## src/rtl/uart_frame_rx.sv

```systemverilog
// Purpose : 8N1 UART receiver with 0xFF-preamble frame alignment; delivers
//           4-byte frames {custom_cmd, cmd, data[15:8], data[7:0]}, MSB byte first.
// Latency : byte_valid 1 clk after the stop-bit mid-sample; frame_valid 1 clk after
//           the 4th byte_valid. Backpressure: none, strobes are fire-and-forget.
// Ports   : clk, reset_n (sync, active-low), rx (async serial in, idle high);
//           byte_valid/byte_data, frame_valid/frame_custom_cmd/frame_cmd/frame_data,
//           locked, err_framing, err_timeout, frame_cnt/err_cnt (statistics).
// Config  : define UART_FRAME_RX_STATS_EN to build frame_cnt/err_cnt counters;
//           otherwise both outputs are tied to zero.
module uart_frame_rx #(
  parameter int CLKS_PER_BIT = 5000,
  parameter int SYNC_MIN     = 4,
  parameter int TIMEOUT_BITS = 40
) (
  input  logic        clk,
  input  logic        reset_n,
  input  logic        rx,
  output logic        byte_valid,
  output logic [7:0]  byte_data,
  output logic        frame_valid,
  output logic [7:0]  frame_custom_cmd,
  output logic [7:0]  frame_cmd,
  output logic [15:0] frame_data,
  output logic        locked,
  output logic        err_framing,
  output logic        err_timeout,
  output logic [15:0] frame_cnt,
  output logic [15:0] err_cnt
);

  localparam int CW       = $clog2(CLKS_PER_BIT);
  localparam int SW       = $clog2(SYNC_MIN + 1);
  localparam int TO_LIMIT = TIMEOUT_BITS * CLKS_PER_BIT;
  localparam int TW       = $clog2(TO_LIMIT);

  localparam logic [CW-1:0] HALF_M1  = CW'(CLKS_PER_BIT / 2 - 1);
  localparam logic [CW-1:0] FULL_M1  = CW'(CLKS_PER_BIT - 1);
  localparam logic [SW-1:0] SYNC_MAX = SW'(SYNC_MIN);
  localparam logic [TW-1:0] TO_M1    = TW'(TO_LIMIT - 1);

  // ---------------------------------------------------------------- bit level
  typedef enum logic [2:0] {B_IDLE, B_START, B_DATA, B_STOP, B_WAIT} bit_state_t;

  bit_state_t    bstate;
  logic          rx_meta, rx_sync, rx_prev;
  logic [CW-1:0] clk_cnt;
  logic [2:0]    bit_idx;
  logic [7:0]    shreg;

  always_ff @(posedge clk) begin
    if (!reset_n) begin
      // Synchroniser resets to the idle level so reset exit never looks like a start edge.
      rx_meta     <= 1'b1;
      rx_sync     <= 1'b1;
      rx_prev     <= 1'b1;
      bstate      <= B_IDLE;
      clk_cnt     <= '0;
      bit_idx     <= '0;
      shreg       <= '0;
      byte_valid  <= 1'b0;
      byte_data   <= '0;
      err_framing <= 1'b0;
    end else begin
      rx_meta     <= rx;
      rx_sync     <= rx_meta;
      rx_prev     <= rx_sync;
      byte_valid  <= 1'b0;
      err_framing <= 1'b0;
      case (bstate)
        B_IDLE: begin
          if (rx_prev && !rx_sync) begin
            bstate  <= B_START;
            clk_cnt <= '0;
          end
        end
        B_START: begin
          // Half a bit in: a line back high means the low pulse was a glitch.
          if (clk_cnt == HALF_M1) begin
            clk_cnt <= '0;
            bit_idx <= '0;
            bstate  <= rx_sync ? B_IDLE : B_DATA;
          end else begin
            clk_cnt <= clk_cnt + 1'b1;
          end
        end
        B_DATA: begin
          if (clk_cnt == FULL_M1) begin
            clk_cnt <= '0;
            shreg   <= {rx_sync, shreg[7:1]};
            bit_idx <= bit_idx + 3'd1;
            if (bit_idx == 3'd7) bstate <= B_STOP;
          end else begin
            clk_cnt <= clk_cnt + 1'b1;
          end
        end
        B_STOP: begin
          if (clk_cnt == FULL_M1) begin
            clk_cnt <= '0;
            if (rx_sync) begin
              // Leave at mid stop bit so a back-to-back start edge is not missed.
              byte_valid <= 1'b1;
              byte_data  <= shreg;
              bstate     <= B_IDLE;
            end else begin
              err_framing <= 1'b1;
              bstate      <= B_WAIT;
            end
          end else begin
            clk_cnt <= clk_cnt + 1'b1;
          end
        end
        B_WAIT: begin
          if (rx_sync) bstate <= B_IDLE;
        end
        default: bstate <= B_IDLE;
      endcase
    end
  end

  // -------------------------------------------------------------- frame level
  typedef enum logic {F_HUNT, F_LOCKED} frame_state_t;

  frame_state_t  fstate;
  logic [SW-1:0] sync_cnt;
  logic [1:0]    idx;
  logic [7:0]    b0, b1, b2;
  logic [TW-1:0] to_cnt;

  always_ff @(posedge clk) begin
    if (!reset_n) begin
      fstate           <= F_HUNT;
      sync_cnt         <= '0;
      idx              <= '0;
      b0               <= '0;
      b1               <= '0;
      b2               <= '0;
      to_cnt           <= '0;
      frame_valid      <= 1'b0;
      frame_custom_cmd <= '0;
      frame_cmd        <= '0;
      frame_data       <= '0;
      err_timeout      <= 1'b0;
    end else begin
      frame_valid <= 1'b0;
      err_timeout <= 1'b0;
      if (err_framing) begin
        fstate   <= F_HUNT;
        sync_cnt <= '0;
        idx      <= '0;
        to_cnt   <= '0;
      end else if (byte_valid) begin
        // A byte arriving on the expiry cycle still counts: it wins over the timeout.
        to_cnt <= '0;
        if (fstate == F_HUNT) begin
          if (byte_data == 8'hFF) begin
            if (sync_cnt != SYNC_MAX) sync_cnt <= sync_cnt + 1'b1;
          end else if (sync_cnt == SYNC_MAX) begin
            b0       <= byte_data;
            idx      <= 2'd1;
            sync_cnt <= '0;
            fstate   <= F_LOCKED;
          end else begin
            sync_cnt <= '0;
          end
        end else if (!(idx == 2'd0 && byte_data == 8'hFF)) begin
          // 0xFF in the byte-0 slot is inter-frame filler, never frame content.
          case (idx)
            2'd0: b0 <= byte_data;
            2'd1: b1 <= byte_data;
            2'd2: b2 <= byte_data;
            default: begin
              frame_custom_cmd <= b0;
              frame_cmd        <= b1;
              frame_data       <= {b2, byte_data};
              frame_valid      <= 1'b1;
            end
          endcase
          idx <= idx + 2'd1;
        end
      end else if (fstate == F_LOCKED && idx != 2'd0) begin
        if (to_cnt == TO_M1) begin
          err_timeout <= 1'b1;
          fstate      <= F_HUNT;
          sync_cnt    <= '0;
          idx         <= '0;
          to_cnt      <= '0;
        end else begin
          to_cnt <= to_cnt + 1'b1;
        end
      end else begin
        to_cnt <= '0;
      end
    end
  end

  assign locked = (fstate == F_LOCKED);

  // --------------------------------------------------------------- statistics
`ifdef UART_FRAME_RX_STATS_EN
  always_ff @(posedge clk) begin
    if (!reset_n) begin
      frame_cnt <= '0;
      err_cnt   <= '0;
    end else begin
      if (frame_valid)                frame_cnt <= frame_cnt + 16'd1;
      if (err_framing || err_timeout) err_cnt   <= err_cnt + 16'd1;
    end
  end
`else
  assign frame_cnt = '0;
  assign err_cnt   = '0;
`endif

endmodule
```

## config.mk

```make
export PLATFORM = sky130hd
export DESIGN_NAME = uart_frame_rx
export DESIGN_NICKNAME = d
export VERILOG_FILES = /design/src/rtl/uart_frame_rx.sv
export SDC_FILE = /design/constraint.sdc
export NUM_CORES = 1
export LEC_CHECK = 0
export BUFFER_PORTS_ARGS = -buffer_cell sky130_fd_sc_hd__buf_4
export CORE_MARGIN = 4
export CORE_UTILIZATION = 45
export DETAILED_ROUTE_END_ITERATION = 12
export GPL_ROUTABILITY_DRIVEN = 0
export PLACE_DENSITY = 0.69
export SYNTH_ARGS = -nofsm -noshare
export SYNTH_HDL_FRONTEND = slang
export SYNTH_SLANG_ARGS = --single-unit
```

## constraint.sdc

```tcl
create_clock -name clk -period 3.05 [get_ports clk]
set_input_delay 0.1525 -clock clk [delete_from_list [all_inputs] [get_ports clk]]
set_output_delay 0.1525 -clock clk [all_outputs]
set_load 0.03 [all_outputs]
```

After elaboration in Yosys (flattened, before gate mapping):

Cells that the tools add are included.
Widths: inputs -> output; s select.

* add/subtract/negate cells: 5
* eq/ne operators: 27
* multiplexer cells: 44
* bitwise gates (word level): 7
* reductions and logical operators: 31

Operators by type and width (number)
* $mux 3: 15
* $mux 8: 5
* $mux 13: 3
* $pmux 13 s3: 1
* $reduce_and 5->1: 4
* $add 18x1->18 const B: 1
* $eq 18x18->1 const B: 1
* $ne 2x2->1 const B: 9
* $mux 2: 8
* $pmux 3 s5: 1
* $add 13x1->13 const B: 1
* $eq 13x12->1 const B: 1
* $eq 13x13->1 const B: 1
* $reduce_and 6->1: 2
* $mux 1: 10
* $reduce_bool 2->1: 5
* $reduce_or 5->1: 2
* $eq 3x3->1 const B: 3
* $ne 3x3->1 const B: 3
* $reduce_and 3->1: 3
* $eq 8x8->1 const B: 1
* $not 1->1: 7
* $add 3x1->3 const B: 2
* $eq 3x2->1 const B: 2
* 18 further kinds: 23

* flip-flop bits (word level): 122
* output and inout port bits: 77
* logic and storage cells: 136

Logic depth before layout (Yosys ltp):

Gate-level depths: netlist (run 1).

* word-level depth: 5
* mapped depth: 8
* mapped depth without buffers: 7

Worst setup path after synthesis (run 1):

OpenSTA, ideal clock, no wires.

* kind: flip-flop to flip-flop
* from: reg byte_data[3]
* to: reg frame_data[0]
* library setup time: 71 ps
* data arrival time: 1742 ps
* data required time: 2979 ps
* path slack: 1238 ps
* stages on the path, launching flop included: 7
* path buffers: 1
* cells stage by stage: dfxtp_1 > and4_1 > nand3_1 > nand3_1 > clkbuf_1 > nand2_1 > a21oi_1

* longest elaborated chain between the ends: 4

Ends and longest elaborated chain
* from (decl): RTL line 19 `output logic [7:0] byte_data,`
* from (signal assigned): RTL line 102 `byte_data <= shreg;`
* $eq 8x8->1: RTL line 165 `end else if (!(idx == 2'd0 && byte_data == 8'hFF)) begin`
* $logic_and 1x1->1: RTL line 165
* $not 1->1 (no line)
* $reduce_and 5->1 (no line)
* to (signal assigned): RTL line 174 `frame_data <= {b2, byte_data};`
* to (decl): RTL line 23 `output logic [15:0] frame_data,`

Every way passes these cells.
A chain may end at the register's enable or synchronous reset.

Final worst setup path (run 1):

* from: reg byte_data[5]
* to: reg frame_cmd[1]

* longest elaborated chain between the ends: 4

Ends and longest elaborated chain
* $eq 8x8->1: RTL line 165
* $logic_and 1x1->1: RTL line 165
* $not 1->1 (no line)
* $reduce_and 5->1 (no line)
* to (signal assigned): RTL line 140 `frame_cmd <= '0;`
* to (signal assigned): RTL line 173 `frame_cmd <= b1;`
* to (decl): RTL line 22 `output logic [7:0] frame_cmd,`

Every way passes these cells.

==> summary.md, run 1 <==
| Metric | Value |
|---|---|
| Result of the run | complete, no violations |
| Unique cell type count in the Yosys netlist | 49 |
| Buf/Inv on CP | 0 |
| Initial Utilization | ~47% |
| Power share of the clock group | around half |
| Total setup violations reported at the end of the flow | 0 |
| Largest stage delay on the critical path | 0.99 ns |
| Final routed wire length divided by cell count | 13.8 um |
| Number of cells on the worst hold path | 2 |
| Cell Pwr Density | between 600 and 700 mW/mm^2 |
| Overall power | 3.78 mW |
| Latest clock arrival within the worst-skew pair | ~0.41 ns |
| Synthesized netlist cell count | 628 |
| H-tree Lvls | 4 |
| Overall routed net length | 11,400 um |
| Launch instance of the worst min-delay path | reset_n |
| Top fanout value on the critical path | 32 |
| # rows | 39 |
| Final critical-path share of the clock period | about 76% |
| Die extent in y | around 120 um |
| Total die area | 0.0138 sq mm |
| Critical Path AT | approximately 2.7 ns |
| Die Span X | between 100 and 150 um |
| Setup tns final | 0 ns |
| Startpoint of the lowest-slack register-to-register path | byte_data[5] |
| Global Route Usage Sum | 16.9% |
| Number of enable-type register cells in the synthesized netlist | 0 |
| Max-slew violations | 0 |
| Number of buffers inserted during clock tree synthesis | 17 |
| Cells traversed along the worst timing path | and4_1 -> nand3_1 -> and3_1 -> nand2_1 -> a21oi_1 |
| Part of the Yosys area used for sequential elements | between 40% and 50% |
| Peak ir drop on the vdd network | 0.000380 V |
| Ports | 80 |
| Number of global-route vias before repair | around 4.1k |
| Detailed-route via count | ~4.3k |
| Worst-path clk slew | 0.06 ns |
| Count of state elements after synthesis | between 100 and 150 |
| Dominant delay contributor by cell family on the critical path | simple AND/OR/NAND/NOR gates |
| Most instantiated flip-flop cell in the synthesis netlist | sky130_fd_sc_hd__dfxtp_1 |
| Max stage delay cell, worst path | sky130_fd_sc_hd__and3_1 |
| Antenna cells | 0 |
| Number of maximum-capacitance constraint violations | 0 |
| Clock buffer depth | 2 |
| Largest net degree at the start of global routing | 75 |
| Syn. warnings | 0 |
| Placeable Area | roughly 0.012 sq mm |
| Post-layout minimum cycle time | about 2.3 ns |
| Hold worst-path end | rx_meta |
| Transition time at the pin with the least slew margin | between 1 and 1.5 ns |
| Number of input and output port buffers inserted | between 40 and 50 |
| Congestion Overflow GR | 0 |
| DRC violation count after routing | 0 |
| Clock tree from TritonCTS | done |
| First-pass GRT wire length | 19,300 um |
| Final instance area | about 0.0063 sq mm |
| Max Clock Skew | between 0.005 and 0.006 ns |
| Buffer count from post-CTS setup fixing | 0 |
| Area of the mapped netlist | roughly 0.0054 sq mm |
| Sequential cell fraction of total power | ~43% |
| Internal reg-to-reg setup slack | between 0.7 and 0.8 ns |
| Switching Power | just under 0.9 mW |
| Combinational fraction of design power | under 10% |
| Average footprint of a synthesized cell | ~8.6 sq um |
| Data required time at the worst endpoint | between 3 and 4 ns |
| Clock sink count | approximately 120 |
| Core Util, Final | a little over half |
| Violation count after the first detailed-route iteration | between 200 and 300 |
| Worst hold path type | in2reg |
| Cell at the root of the clock tree | sky130_fd_sc_hd__clkbuf_16 |
| Signed area change from the synthesized netlist to the final layout | 16.3% |
| DR pass1 iterations | 4 |
| FF-to-FF path depth | 5 |
| Unrepaired setup endpoints after global routing | false |
| Leakage power figure | 2.46 nW |
| Endpoint of the lowest-slack register-to-register path | frame_cmd[1] |
| Number of antenna violations at the first check in global routing | 0 |
| DR vias/cell | ~5.2 |
| Slew Limit Headroom | 22.1% |
| Category of the worst setup path capture point | flop |
| Int Pwr | 2.89 mW |
| Area after detailed placement | around 0.0057 sq mm |
| Critical path startpoint | byte_data[5] |
| Placed wire-length estimate | between 7000 and 8000 um |
| Routed Antenna Nets | 0 |
| Fraction of final layout cells with drive strength greater than 1 | 13.1% |
| Worst Setup Start Kind | flop |
| Highest clock rate | 433 MHz |
| Final-report hold violation count | 0 |
| Number of nets in the layout | slightly below 700 |
| Switch share | between 20% and 30% |
| Worst setup path category | reg2reg |
| Share of async-settable or async-resettable flops after synthesis | 0% |
==> power by group through the flow <==
stage	Combinational (mW)	Clock [mW]	Sequential [mW]
2_1_floorplan	0.249	0	1.65
3_3_place_gp	0.233	0	1.66
6_report	0.238	1.91	1.63
5_1_grt	0.262	2.02	1.63
3_5_place_dp	0.236	0	1.66
4_1_cts	0.237	1.95	1.63
==> layout make-up <==
type | count | area, sq um
Fill cell | 1081 | 5320
Multi-Input combinational cell | 461 | 2660
Sequential cell | 122 | 2440
Clock buffer | 20 | 447
Timing Repair Buffer | 52 | 393
Tap cell | 143 | 179
Clock inverter | 11 | 124
Inverter | 14 | 52.6
==> cells in the mapped netlist (2+ instances only) <==
| library cell | number | area [sq um] |
|---|---|---|
| sky130_fd_sc_hd__a21o_1 | 3 | 22.5 |
| sky130_fd_sc_hd__a21oi_1 | 49 | 245 |
| sky130_fd_sc_hd__a2bb2oi_1 | 6 | 52.6 |
| sky130_fd_sc_hd__a311o_1 | 3 | 30.0 |
| sky130_fd_sc_hd__a31o_2 | 2 | 17.5 |
| sky130_fd_sc_hd__and2_1 | 6 | 37.5 |
| sky130_fd_sc_hd__and3_1 | 6 | 37.5 |
| sky130_fd_sc_hd__and4_1 | 9 | 78.8 |
| sky130_fd_sc_hd__buf_2 | 7 | 35.0 |
| sky130_fd_sc_hd__buf_4 | 34 | 255 |
| sky130_fd_sc_hd__clkbuf_1 | 20 | 75.1 |
| sky130_fd_sc_hd__dfxtp_1 | 122 | 2440 |
| sky130_fd_sc_hd__ha_1 | 10 | 125 |
| sky130_fd_sc_hd__inv_1 | 14 | 52.6 |
| sky130_fd_sc_hd__mux2i_1 | 42 | 420 |
| sky130_fd_sc_hd__nand2_1 | 97 | 364 |
| sky130_fd_sc_hd__nand2b_1 | 7 | 43.8 |
| sky130_fd_sc_hd__nand3_1 | 21 | 105 |
| sky130_fd_sc_hd__nand3_2 | 3 | 30.0 |
| sky130_fd_sc_hd__nand4_1 | 13 | 81.3 |
| sky130_fd_sc_hd__nor2_1 | 82 | 308 |
| sky130_fd_sc_hd__nor2b_1 | 5 | 31.3 |
| sky130_fd_sc_hd__nor3_1 | 7 | 35.0 |
| sky130_fd_sc_hd__nor4_1 | 3 | 18.8 |
| sky130_fd_sc_hd__nor4b_1 | 2 | 17.5 |
| sky130_fd_sc_hd__o2111ai_1 | 2 | 17.5 |
| sky130_fd_sc_hd__o21a_1 | 2 | 15.0 |
| sky130_fd_sc_hd__o21ai_0 | 7 | 35.0 |
| sky130_fd_sc_hd__o21bai_1 | 2 | 15.0 |
| sky130_fd_sc_hd__or3_1 | 8 | 50.1 |
| sky130_fd_sc_hd__or4b_1 | 2 | 20.0 |
| sky130_fd_sc_hd__xnor2_1 | 11 | 96.3 |
| sky130_fd_sc_hd__xor2_1 | 5 | 43.8 |
==> layout by cell type, fill, tap and decap left out, types with 7 or more instances in the layout <==
cell	synthesis	final
sky130_fd_sc_hd__nand2_1	97	97
sky130_fd_sc_hd__nand2b_1	7	7
sky130_fd_sc_hd__inv_1	14	13
sky130_fd_sc_hd__mux2i_1	42	42
sky130_fd_sc_hd__nand3_1	21	21
sky130_fd_sc_hd__ha_1	10	10
sky130_fd_sc_hd__conb_1	1	32
sky130_fd_sc_hd__clkbuf_16	0	17
sky130_fd_sc_hd__nand4_1	13	13
sky130_fd_sc_hd__xnor2_1	11	11
sky130_fd_sc_hd__a21oi_1	49	49
sky130_fd_sc_hd__nor3_1	7	7
sky130_fd_sc_hd__or3_1	8	8
sky130_fd_sc_hd__buf_4	34	51
sky130_fd_sc_hd__and4_1	9	9
sky130_fd_sc_hd__nor2_1	82	82
sky130_fd_sc_hd__o21ai_0	7	7
sky130_fd_sc_hd__dfxtp_1	122	122
==> cell families after synthesis <==
family / Yosys count / share of synthesized area [%]
DFF: 122 / 45.1
xor gates and xnor gates: 16 / 2.59
adders and majority gates: 10 / 2.31
buffers and inverters: 76 / 7.93
AOI/OAI and AO/OA: 84 / 9.52
muxes: 42 / 7.77
other: 1 / 0.0693
and+or+nand+nor: 277 / 24.7
==> per-stage QoR <==
| stage | setup slack, ns | hold slack (ns) | cells |
|---|---|---|---|
| after floorplan | 1.24 | 0.254 | 659 |
| after global placement | 0.796 | 0.342 | 791 |
| after detailed placement | 0.714 | 0.344 | 791 |
| after CTS | 0.708 | 0.0110 | 823 |
| after global routing | 0.453 | 0.0237 | 823 |
| final | 0.740 | 0.0317 | 823 |
==> how the worst max path moves through the flow <==
stage,end,cells past startpoint
finish,frame_cmd[1],5
floorplan,frame_data[0],6
global route,frame_custom_cmd[7],5
global placement,frame_custom_cmd[5],5
CTS,frame_custom_cmd[6],5
detailed placement,frame_custom_cmd[7],5
==> state kept, by name, indices dropped and copies added, names as in the netlist, 2 cells and up <==
name / count
b0: 8
b1: 8
b2: 8
bit_idx: 3
bstate: 3
byte_data: 8
clk_cnt: 13
frame_cmd: 8
frame_custom_cmd: 8
frame_data: 16
idx: 2
shreg: 8
sync_cnt: 3
to_cnt: 18
==> metal layers <==
metal | part of all wire (%) | GRT usage [%] | vias to the layer above
met5 | 0 | 0 | -
met1 | 46 | 20.5 | 2036
met4 | 1.9 | 7.25 | 0
li1 | - | - | 2160
met2 | 48 | 28.3 | 89
met3 | 3.9 | 4.52 | 18
==> timing repair <==
item / in CTS / in global routing
resized for setup: 0 / 0
hold buffers: 1 / 0
hold endpoints to repair: 1 / 0
No activity file was read; power rests on OpenSTA's default activity.
==> run 2: changes to the inputs <==
- PLACE_DENSITY: 0.69 -> 0.72
- clock period: 3.05 -> 2.1 ns (I/O delays scaled with it)
==> run 2 against run 1 <==
Against the previous run: combinational power is 74% higher; critical endpoint is now clk_cnt[10]; utilization up 2.0 points; total power rose by 48%; final cell count up 2.6%; sequential cell count is the same; clock skew up 0.0039 ns; critical path type unchanged; first-iteration DRC count increased by 48%; worst setup slack worse by 0.59 ns; sequential share of layout area is 1.4 points lower; global-route usage grew 0.76 points; sequential power increased by 45%; fmax is 19% higher.
==> summary.md, run 2 (synthesis gave the netlist of run 1 again) <==
| Metric | Value |
|---|---|
| Result of the run | complete, no violations |
| Most common cell after layout, fill and taps aside | sky130_fd_sc_hd__dfxtp_1 |
| Number of cells on the worst hold path | 1 (-1) |
| Data required time at the worst endpoint | 2.40 ns (-0.99 ns) |
| Routed Antenna Nets | 0 (unchanged) |
| Commonest cells after routing, fill and taps aside | sky130_fd_sc_hd__dfxtp_1, sky130_fd_sc_hd__nand2_1, sky130_fd_sc_hd__nor2_1 |
| Clock tree from TritonCTS | done |
| Detailed-route via count | 4,436 (+3.1%) |
| Final-report hold violation count | 0 (unchanged) |
| Initial Utilization | 46.6% (unchanged) |
| DR vias/cell | 5.26 (+0.53%) |
| Final routed wire length divided by cell count | 14.0 um (+1.3%) |
| Top fanout value on the critical path | 20 (-38%) |
| Number of buffers inserted during clock tree synthesis | 17 (unchanged) |
| # rows | 39 (unchanged) |
| Fraction of final layout cells with drive strength greater than 1 | 16.1% (+3.0 points) |
| Signed area change from the synthesized netlist to the final layout | 20.7% |
| Global Route Usage Sum | 17.7% (+0.76 points) |
| FF-to-FF path depth | 6 (+1) |
| Worst hold path type | reg2reg |
| Placed wire-length estimate | 8150 um (+6.2%) |
| Total setup violations reported at the end of the flow | 0 (unchanged) |
| Total die area | 0.0138 sq mm (unchanged) |
| Smallest setup slack after layout | 0.155 ns (-0.585 ns) |
| Antenna cells | 0 (unchanged) |
| Post-Place Setup Slack | -0.00430 ns (-0.718 ns) |
| Footprint of the flip-flops and latches | 0.00244 sq mm (about the same) |
| Number of input and output port buffers inserted | 47 (unchanged) |
| Registers with the highest flip-flop counts | to_cnt: 18 flops, frame_data: 16 flops, clk_cnt: 13 flops |
| Worst-path clk slew | 0.06 ns (about the same) |
| DR pass1 iterations | 5 (+1) |
| Clock sink count | 122 (unchanged) |
| Cell Pwr Density | 857 mW/mm^2 (+43%) |
| Clock buffer depth | 2 (unchanged) |
| Endpoint of the lowest-slack register-to-register path | clk_cnt[10] |
| Max Clock Skew | 0.00964 ns (+0.00387 ns) |
| Number of flip-flops in the largest register | 18 (unchanged) |
| Leakage power figure | 2.60 nW (+5.6%) |
| Total of fill cells in the finished design | 1,033 (-4.4%) |
| Unrepaired setup endpoints after global routing | false |
| Number of global-route vias before repair | 4,274 (+3.7%) |
| Violation count after the first detailed-route iteration | 383 (+48%) |
| Number of nets in the layout | 701 (+2.9%) |
| Final critical-path share of the clock period | 92.6% (+17 points) |
| Core Util, Final | 56.2% (+2.0 points) |
| Cell at the root of the clock tree | sky130_fd_sc_hd__clkbuf_16 |
| H-tree Lvls | 4 (unchanged) |
| Startpoint of the lowest-slack register-to-register path | clk_cnt[5] |
| Worst Setup Start Kind | flop |
| DRC violation count after routing | 0 (unchanged) |
| Largest net degree at the start of global routing | 81 (+8.0%) |
| Internal reg-to-reg setup slack | 0.15 ns (-0.59 ns) |
| Category of the worst setup path capture point | flop |
| Latest clock arrival within the worst-skew pair | 0.41 ns (about the same) |
| Placeable Area | 0.0116 sq mm (unchanged) |
| Max-slew violations | 0 (unchanged) |
| Congestion Overflow GR | 0 (unchanged) |
| Launch instance of the worst min-delay path | rx_meta |
| Number of antenna violations at the first check in global routing | 0 (unchanged) |
| Peak ir drop on the vdd network | 0.000550 V (+45%) |
| Register bank with the most flops | to_cnt |
| Number of maximum-capacitance constraint violations | 0 (unchanged) |
| Highest clock rate | 514 MHz (+19%) |
| Die Span X | 118 um (unchanged) |
| Area used by multi-input combinational logic | 0.00268 sq mm (+0.94%) |
| Overall routed net length | 11,800 um (+3.9%) |
| Critical Path AT | 2.24 ns (-0.41 ns) |
| Hold worst-path end | rx_sync |
| First-pass GRT wire length | 20,500 um (+6.1%) |
| Die extent in y | 118 um (unchanged) |
| Post-layout minimum cycle time | 1.95 ns (-0.365 ns) |
| Ports | 80 (unchanged) |
| Worst setup path category | reg2reg |
[run 2: cell types whose count changed in the layout (fill, tap and decap cells not counted), sizes merged]
cell | previous run | this run
buf | 51 | 69
clkinv | 3 | 6
clkinvlp | 6 | 3
inv | 14 | 17
clkbuf | 20 | 18
dlygate4sd3 | 1 | 3
[run 2: report_power, final]
part,total (mW),leakage [nW],internal [mW],switching (mW)
registers,2.36,0.984,2.34,0.0268
logic,0.413,1.34,0.143,0.270
clock network,2.82,0.277,1.75,1.07
total,5.60,2.60,4.23,1.37
[run 2: routing by layer]
layer / part of all wire, % / up-vias / wire length, um / GRT usage, %
li1: - / 2211 / - / -
met1: 45 / 2115 / 5280 / 21.7
met2: 49 / 91 / 5830 / 29.5
met3: 4.1 / 19 / 479 / 4.71
met4: 1.9 / 0 / 223 / 6.89
met5: 0 / - / 0 / 0
[run 2: worst max-delay path by stage]
| stage | cells after the start | slack (ns) | endpoint | start |
|---|---|---|---|---|
| detailed placement | 6 | -0.004 | byte_data[2] | clk_cnt[1] |
| global placement | 6 | 0.13 | byte_data[7] | clk_cnt[1] |
| finish | 6 | 0.15 | clk_cnt[10] | clk_cnt[5] |
| global route | 6 | 0.007 | clk_cnt[9] | clk_cnt[8] |
| CTS | 7 | 0.02 | clk_cnt[10] | clk_cnt[1] |
| floorplan | 6 | 0.29 | frame_data[0] | byte_data[3] |
[run 2: what timing repair did]
action                     in CTS  in global routing
hold endpoints to repair        3                  0
hold buffers                    3                  0
setup buffers                   0                  1
setup endpoints to repair       0                 27
resized for setup               0                  6
[run 2: stage by stage]
step           std cells  TNS (ns)  power, mW  cell area (sq um)  hold WS (ns)
2_1_floorplan        659         0       2.76               5530         0.206
3_3_place_gp         808         0       2.80               5890         0.291
3_5_place_dp         808  -0.00430       2.81               5890         0.293
4_1_cts              843         0       5.63               6500         0.415
5_1_grt              844         0       5.79               6530         0.455
6_report             844         0       5.60               6530         0.413
[run 2: final cells by class]
cell class                 count  share of cell area, %
sequential                   122                   37.4
inverter                      14                  0.805
clock buffer                  18                   6.57
tap                          143                   2.74
timing repair buffer          72                   9.16
multi-input combinational    461                   41.1
clock inverter                14                   2.24
[run 2: critical path, stage by stage, from the launching register on]
cell	delay, ns
sky130_fd_sc_hd__dfxtp_1	0.37
sky130_fd_sc_hd__nor4b_4	0.39
sky130_fd_sc_hd__a41oi_1	0.19
sky130_fd_sc_hd__o211ai_1	0.31
sky130_fd_sc_hd__buf_12	0.19
sky130_fd_sc_hd__nor3_1	0.06
sky130_fd_sc_hd__a311o_1	0.32
